<file path="config.mk">
export PLATFORM = sky130hd
export DESIGN_NAME = fb_write_scheduler
export DESIGN_NICKNAME = d
export VERILOG_FILES = /design/src/rtl/fb_pkg.sv /design/src/rtl/fb_clear_engine.sv /design/src/rtl/fb_write_scheduler.sv
export SDC_FILE = /design/constraint.sdc
export NUM_CORES = 1
export LEC_CHECK = 0
export ABC_AREA = 1
export ABC_CLOCK_PERIOD_IN_PS = 2800
export BUFFER_PORTS_ARGS = -buffer_cell sky130_fd_sc_hd__buf_2
export CORE_MARGIN = 4
export CORE_UTILIZATION = 47
export CTS_CLUSTER_SIZE = 14
export DETAILED_ROUTE_END_ITERATION = 16
export GPL_ROUTABILITY_DRIVEN = 0
export PLACE_DENSITY_LB_ADDON = 0.08
export SLEW_MARGIN = 20
export SYNTH_ARGS = -nofsm -noshare
export SYNTH_HDL_FRONTEND = slang
export SYNTH_SLANG_ARGS = --single-unit
export TNS_END_PERCENT = 5
</file>
<file path="constraint.sdc">
create_clock -name clk -period 2.8 [get_ports clk]
set_clock_uncertainty 0.15 [all_clocks]
set_input_delay 0.14 -clock clk [delete_from_list [all_inputs] [get_ports clk]]
set_output_delay 0.14 -clock clk [all_outputs]
set_load 0.02 [all_outputs]
</file>
<file path="src/rtl/fb_pkg.sv">
// rtl/fb_pkg.sv - frame buffer geometry constants and write scheduler state type
package fb_pkg;
  localparam int FB_H      = 320;
  localparam int FB_V      = 240;
  localparam int FB_PIXELS = FB_H * FB_V;
  localparam int FB_ADDR_W = 17;
  localparam int FB_PIX_W  = 8;

  typedef logic [FB_ADDR_W-1:0] fb_addr_t;

  typedef enum logic [1:0] {
    CLR_ALL = 2'd0,
    STREAM  = 2'd1,
    CLR_ONE = 2'd2
  } fb_sched_state_t;
endpackage

</file>
<file path="src/rtl/fb_clear_engine.sv">
// rtl/fb_clear_engine.sv - clear address generator; walks one bank, or both banks when i_two_banks is set
module fb_clear_engine
  import fb_pkg::*;
#(
  parameter int NUM_PIXELS = FB_PIXELS,
  parameter int ADDR_W     = FB_ADDR_W
) (
  input  logic              clk,
  input  logic              rst_n,
  input  logic              i_active,
  input  logic              i_two_banks,
  input  logic              i_stall,
  input  logic              i_start,
  input  logic              i_start_bank,
  output logic [ADDR_W-1:0] o_cnt,
  output logic              o_bank,
  output logic              o_go,
  output logic              o_done
);
  localparam logic [ADDR_W-1:0] LP_LAST = ADDR_W'(NUM_PIXELS - 1);

  logic [ADDR_W-1:0] r_cnt;
  logic              r_bank;
  logic              w_at_last;
  logic              w_more;

  assign w_at_last = (r_cnt == LP_LAST);
  // A full clear continues into bank 1 after finishing bank 0
  assign w_more    = i_two_banks & ~r_bank;
  assign o_go      = i_active & ~i_stall;
  assign o_done    = o_go & w_at_last & ~w_more;
  assign o_cnt     = r_cnt;
  assign o_bank    = r_bank;

  always_ff @(posedge clk or negedge rst_n) begin
    if (!rst_n) begin
      r_cnt  <= '0;
      r_bank <= 1'b0;
    end else if (i_start) begin
      r_cnt  <= '0;
      r_bank <= i_start_bank;
    end else if (o_go) begin
      if (w_at_last) begin
        r_cnt <= '0;
        if (w_more) r_bank <= 1'b1;
      end else begin
        r_cnt <= r_cnt + ADDR_W'(1);
      end
    end
  end
endmodule

</file>
<file path="src/rtl/fb_write_scheduler.sv">
// rtl/fb_write_scheduler.sv - ping-pong frame buffer write arbiter and bank swapper; FB_SCHED_STATS_EN adds frame/drop counters
module fb_write_scheduler
  import fb_pkg::*;
#(
  parameter int               NUM_PIXELS  = FB_PIXELS,
  parameter int               ADDR_W      = FB_ADDR_W,
  parameter int               PIX_W       = FB_PIX_W,
  parameter logic [PIX_W-1:0] CLEAR_VALUE = PIX_W'(8'h00)
) (
  input  logic              clk,
  input  logic              rst_n,
  input  logic              pix_axiiv,
  input  logic [ADDR_W-1:0] pix_addr_axiid,
  input  logic [PIX_W-1:0]  pix_axiid,
  input  logic              clear_req,
  output logic              fb_we,
  output logic [ADDR_W:0]   fb_addr,
  output logic [PIX_W-1:0]  fb_din,
  output logic              disp_bank,
  output logic              frame_done,
  output logic              clear_busy
`ifdef FB_SCHED_STATS_EN
  ,
  output logic [15:0]       frame_count,
  output logic [15:0]       drop_count
`endif
);
  localparam logic [ADDR_W-1:0] LP_LAST = ADDR_W'(NUM_PIXELS - 1);

  fb_sched_state_t   r_state, w_state_nxt;
  logic              r_wr_bank;
  logic              w_in_range, w_pix_ok, w_drop, w_swap;
  logic              w_clr_active, w_start, w_wr_bank_nxt;
  logic [ADDR_W-1:0] w_clr_cnt;
  logic              w_clr_bank, w_clr_go, w_clr_done;

  assign w_in_range    = (pix_addr_axiid <= LP_LAST);
  assign w_pix_ok      = pix_axiiv & w_in_range;
  assign w_drop        = pix_axiiv & ~w_in_range;
  assign w_swap        = w_pix_ok & (pix_addr_axiid == LP_LAST);
  assign w_clr_active  = (r_state != STREAM);
  assign w_start       = clear_req & (r_state == STREAM);
  // A clear requested alongside a swap must target the bank being written next
  assign w_wr_bank_nxt = r_wr_bank ^ w_swap;

  fb_clear_engine #(
    .NUM_PIXELS (NUM_PIXELS),
    .ADDR_W     (ADDR_W)
  ) u_clear (
    .clk          (clk),
    .rst_n        (rst_n),
    .i_active     (w_clr_active),
    .i_two_banks  (r_state == CLR_ALL),
    .i_stall      (w_pix_ok),
    .i_start      (w_start),
    .i_start_bank (w_wr_bank_nxt),
    .o_cnt        (w_clr_cnt),
    .o_bank       (w_clr_bank),
    .o_go         (w_clr_go),
    .o_done       (w_clr_done)
  );

  always_comb begin
    w_state_nxt = r_state;
    case (r_state)
      CLR_ALL, CLR_ONE: if (w_clr_done) w_state_nxt = STREAM;
      STREAM:           if (w_start)    w_state_nxt = CLR_ONE;
      default:          w_state_nxt = CLR_ALL;
    endcase
  end

  always_ff @(posedge clk or negedge rst_n) begin
    if (!rst_n) begin
      r_state    <= CLR_ALL;
      r_wr_bank  <= 1'b0;
      fb_we      <= 1'b0;
      fb_addr    <= '0;
      fb_din     <= '0;
      disp_bank  <= 1'b1;
      frame_done <= 1'b0;
      clear_busy <= 1'b1;
    end else begin
      r_state    <= w_state_nxt;
      r_wr_bank  <= w_wr_bank_nxt;
      fb_we      <= w_pix_ok | w_clr_go;
      if (w_pix_ok) begin
        fb_addr <= {r_wr_bank, pix_addr_axiid};
        fb_din  <= pix_axiid;
      end else if (w_clr_go) begin
        fb_addr <= {w_clr_bank, w_clr_cnt};
        fb_din  <= CLEAR_VALUE;
      end
      if (w_swap) disp_bank <= r_wr_bank;
      frame_done <= w_swap;
      // Lags the state by one cycle so it stays high through the last visible clear write
      clear_busy <= w_clr_active;
    end
  end

`ifdef FB_SCHED_STATS_EN
  always_ff @(posedge clk or negedge rst_n) begin
    if (!rst_n) begin
      frame_count <= '0;
      drop_count  <= '0;
    end else begin
      if (w_swap) frame_count <= frame_count + 16'd1;
      if (w_drop && drop_count != 16'hFFFF) drop_count <= drop_count + 16'd1;
    end
  end
`endif
endmodule
</file>
==> results.py <==
metrics = {
    "outcome": {
        "status": "finished, final reports clean",
    },
    "logic_synthesis": {
        "yosys_most_used_dff": "dfrtp_1",
        "synth_cell_types": 33,
        "synth.top_cell.area_share": 0.4582,
        "yosys.area.top_type": "dfrtp_1",
        "synth.net_count": 359,
        "synth.area.top_cells": "dfrtp_1 (46%), nand2_1 (15%), nand3_1 (5.0%)",
        "ys_warn_count": 0,
        "synth_seq_cells": 51,
        "ys_seq_area_frac": 0.4778,
        "synth_common_cells": "nand2_1 (105), dfrtp_1 (49), nor2_1 (35)",
        "netlist_area_sq_um": 2676,
        "yosysMostFrequentCell": "nand2_1",
        "ys_async_sr_fraction": 1.000,
        "syn_area_per_cell_sq_um": 8.135,
        "synth_cells": 329,
        "synth_edf_count": 0,
    },
    "timing": {
        "timing.hold.ws_ns": 0.02958,
        "slew_headroom": 0.5220,
        "slew_violations": 0,
        "fin_crit_ns": 1.878,
        "worstMarginPinSlew_ns": 0.7162,
        "setup_viol": 0,
        "fmax_ghz": 0.5326,
        "hold_viol": 0,
        "post-route-period-util": 0.6706,
        "fin_setup_tns_ns": 0,
        "rsz0062_at_grt": "no",
    },
    "drt": {
        "firstDrtPassIters": 5,
        "wl_per_cell_microns": 14.06,
        "vias": 2438,
        "routed_wl_mm": 6.834,
        "routed_via_density": 5.016,
        "drc": 0,
        "drt_iter0_drc": 150,
        "antenna_left": 0,
    },
    "floorplan": {
        "rows": 27,
        "die_h_microns": 83.46,
        "start_util": 0.4860,
        "boundaryPins": 59,
        "fp.dieW_microns": 83.46,
        "core_area_sq_um": 5507,
        "dieArea_sq_um": 6966,
    },
    "global_routing": {
        "grt.total_usage": 0.2104,
        "grt_max_degree": 28,
        "antenna_found_initial": 0,
        "grt_pass1_wl_mm": 11.90,
        "grt_overflow_total": 0,
        "grt_pass1_vias": 2431,
    },
    "critical_path": {
        "crit_path_top_delay_cell": "inv_1",
        "cp.required_ns": 2.88,
        "arrival_ns": 1.96,
        "crit_path_end_kind": "flop",
        "critical-path-max-stage-delay_ns": 0.56,
        "critical-path-top-delay-family": "buffers and inverters",
        "ff2ff_path_depth": 10,
        "cp_max_fo": 23,
        "cp_cell_sequence": "dlygate4sd3_1 > buf_2 > o21ai_2 > nand3_4 > inv_1 > nand2_1 > o211ai_1",
        "path_buf_inv": 3,
        "cp.depth": 7,
        "setup.worst_path.class": "in -> reg",
        "cp-start-kind": "input port",
    },
    "finish": {
        "area_delta_synth_final_pct": 26.13,
        "insertedDiodeCount": 0,
        "drive_gt1_frac": 0.2271,
        "post-route-util": 0.6130,
        "num-fill-cells": 504,
        "fin_nets": 443,
    },
    "min_path": {
        "whs_path_depth": 3,
        "hold_path.class": "in -> reg",
    },
    "power_and_ir_drop": {
        "power.total_uw": 2043,
        "p_leak_uw": 0.001661,
        "powerDensity_nw_per_um2": 605.2,
        "irDropWorstVdd_uv": 373.6,
    },
    "place": {
        "place_hpwl_mm": 4.923,
        "port_buffers": 58,
    },
    "cts": {
        "clk_latency_ns": 0.32,
        "cts_resized": 0,
        "cts.sink_count": 51,
        "h-tree-depth": 2,
        "cts_made_buffers": 5,
        "cts_root_buffer": "clkbuf_8",
        "max-clock-path-buffers": 2,
        "cts_tree": "done",
        "clk_pin_slew_ns": 0.10,
    },
    "run": {
        "maxCapViolations": 0,
    },
}
==> registers in the layout, indices dropped and copies added (netlist names) <==
register        count
frame_done          1
r_state             2
u_clear.o_bank      1
r_wr_bank           1
fb_we               1
u_clear.o_cnt      17
clear_busy          1
fb_addr            18
disp_bank           1
fb_din              8
==> cell usage in the layout, fill, tap and decap left out <==
master / n
nor2_1: 35
nor2_4: 3
nand2_4: 3
o211ai_1: 11
clkbuf_8: 5
nor3_1: 1
nand3_4: 1
buf_4: 2
clkinvlp_4: 1
nor3_2: 1
dfstp_2: 2
o21ai_1: 6
inv_6: 1
xor2_1: 5
dfrtp_1: 49
dlygate4sd3_1: 26
o221ai_1: 2
bufinv_16: 1
clkinv_1: 1
nor2_2: 4
o31ai_1: 1
o21ai_0: 2
ha_1: 1
o21ai_2: 2
a21oi_1: 4
o21a_1: 1
nand2_1: 105
nand4_1: 6
nand3_1: 27
inv_1: 28
o22ai_1: 1
buf_2: 58
nand2_2: 6
a22o_1: 8
nand2_8: 1
inv_2: 3
==> worst reg2reg max path, stage by stage, from the launching register on <==
cell,delay [ns]
dfrtp_1,0.39
ha_1,0.24
inv_1,0.07
nor2_2,0.22
nand2_1,0.16
nor2_1,0.14
nand2_1,0.06
nand2_1,0.06
nor2_1,0.03
nand3_1,0.07
nand2_1,0.06
==> worst paths after layout <==
check | start | to | slack, ns
min in group asynchronous | rst_n | fb_din[5] | 0.10
setup / recovery | pix_addr_axiid[14] | fb_addr[8] | 0.92
setup reg to reg | u_clear.o_cnt[0] | u_clear.o_cnt[16] | 1.06
hold reg to reg | u_clear.o_bank | u_clear.o_bank | 0.34
max in group asynchronous | rst_n | u_clear.o_cnt[9] | 1.75
hold / removal | pix_addr_axiid[10] | fb_addr[10] | 0.03
==> timing repair <==
item | CTS | global route
buffers inserted | 0 | 0
hold endpoints to repair | 53 | 0
hold buffers | 26 | 0
==> power breakdown <==
| group | internal [uW] | switching (uW) | total (uW) |
|---|---|---|---|
| registers | 857 | 122 | 979 |
| logic | 202 | 331 | 533 |
| clock network | 269 | 261 | 531 |
==> per-layer routing <==
metal  vias to the layer above  share of wire  track usage
met5                         -              0            0
met4                         0          0.023      0.07164
met3                        15          0.068      0.05627
met2                        72           0.45       0.3236
met1                      1115           0.46       0.2879
li1                       1236              -            -
==> cell type report <==
cell class	instances	area, sq um	area share
Clock inverter	3	46.29	0.01371
Tap cell	72	90.09	0.02669
Clock buffer	5	68.82	0.02039
Timing Repair Buffer	86	565.5	0.1675
Multi-Input combinational cell	237	1206	0.3573
Inverter	32	120.1	0.03558
Sequential cell	51	1279	0.3788
==> metrics by stage <==
| step | setup slack [ns] | std cells | cell area [sq um] |
|---|---|---|---|
| finish | 0.9224 | 486 | 3376 |
| global placement | 1.112 | 452 | 3000 |
| global route | 0.7478 | 486 | 3376 |
| CTS | 0.9102 | 486 | 3376 |
| floorplan | 1.276 | 329 | 2676 |
| detailed placement | 1.060 | 452 | 3000 |
==> kinds of logic after synthesis <==
group                      count (synthesis)  synth area share
AOI/OAI and AO/OA                         38            0.1005
xor gates and xnor gates                   5           0.01636
adders and majority gates                  1          0.004674
buffers and inverters                     41           0.07152
DFF                                       51            0.4778
and+or+nand+nor                          193            0.3291
No activity file was read; power rests on OpenSTA's default activity.
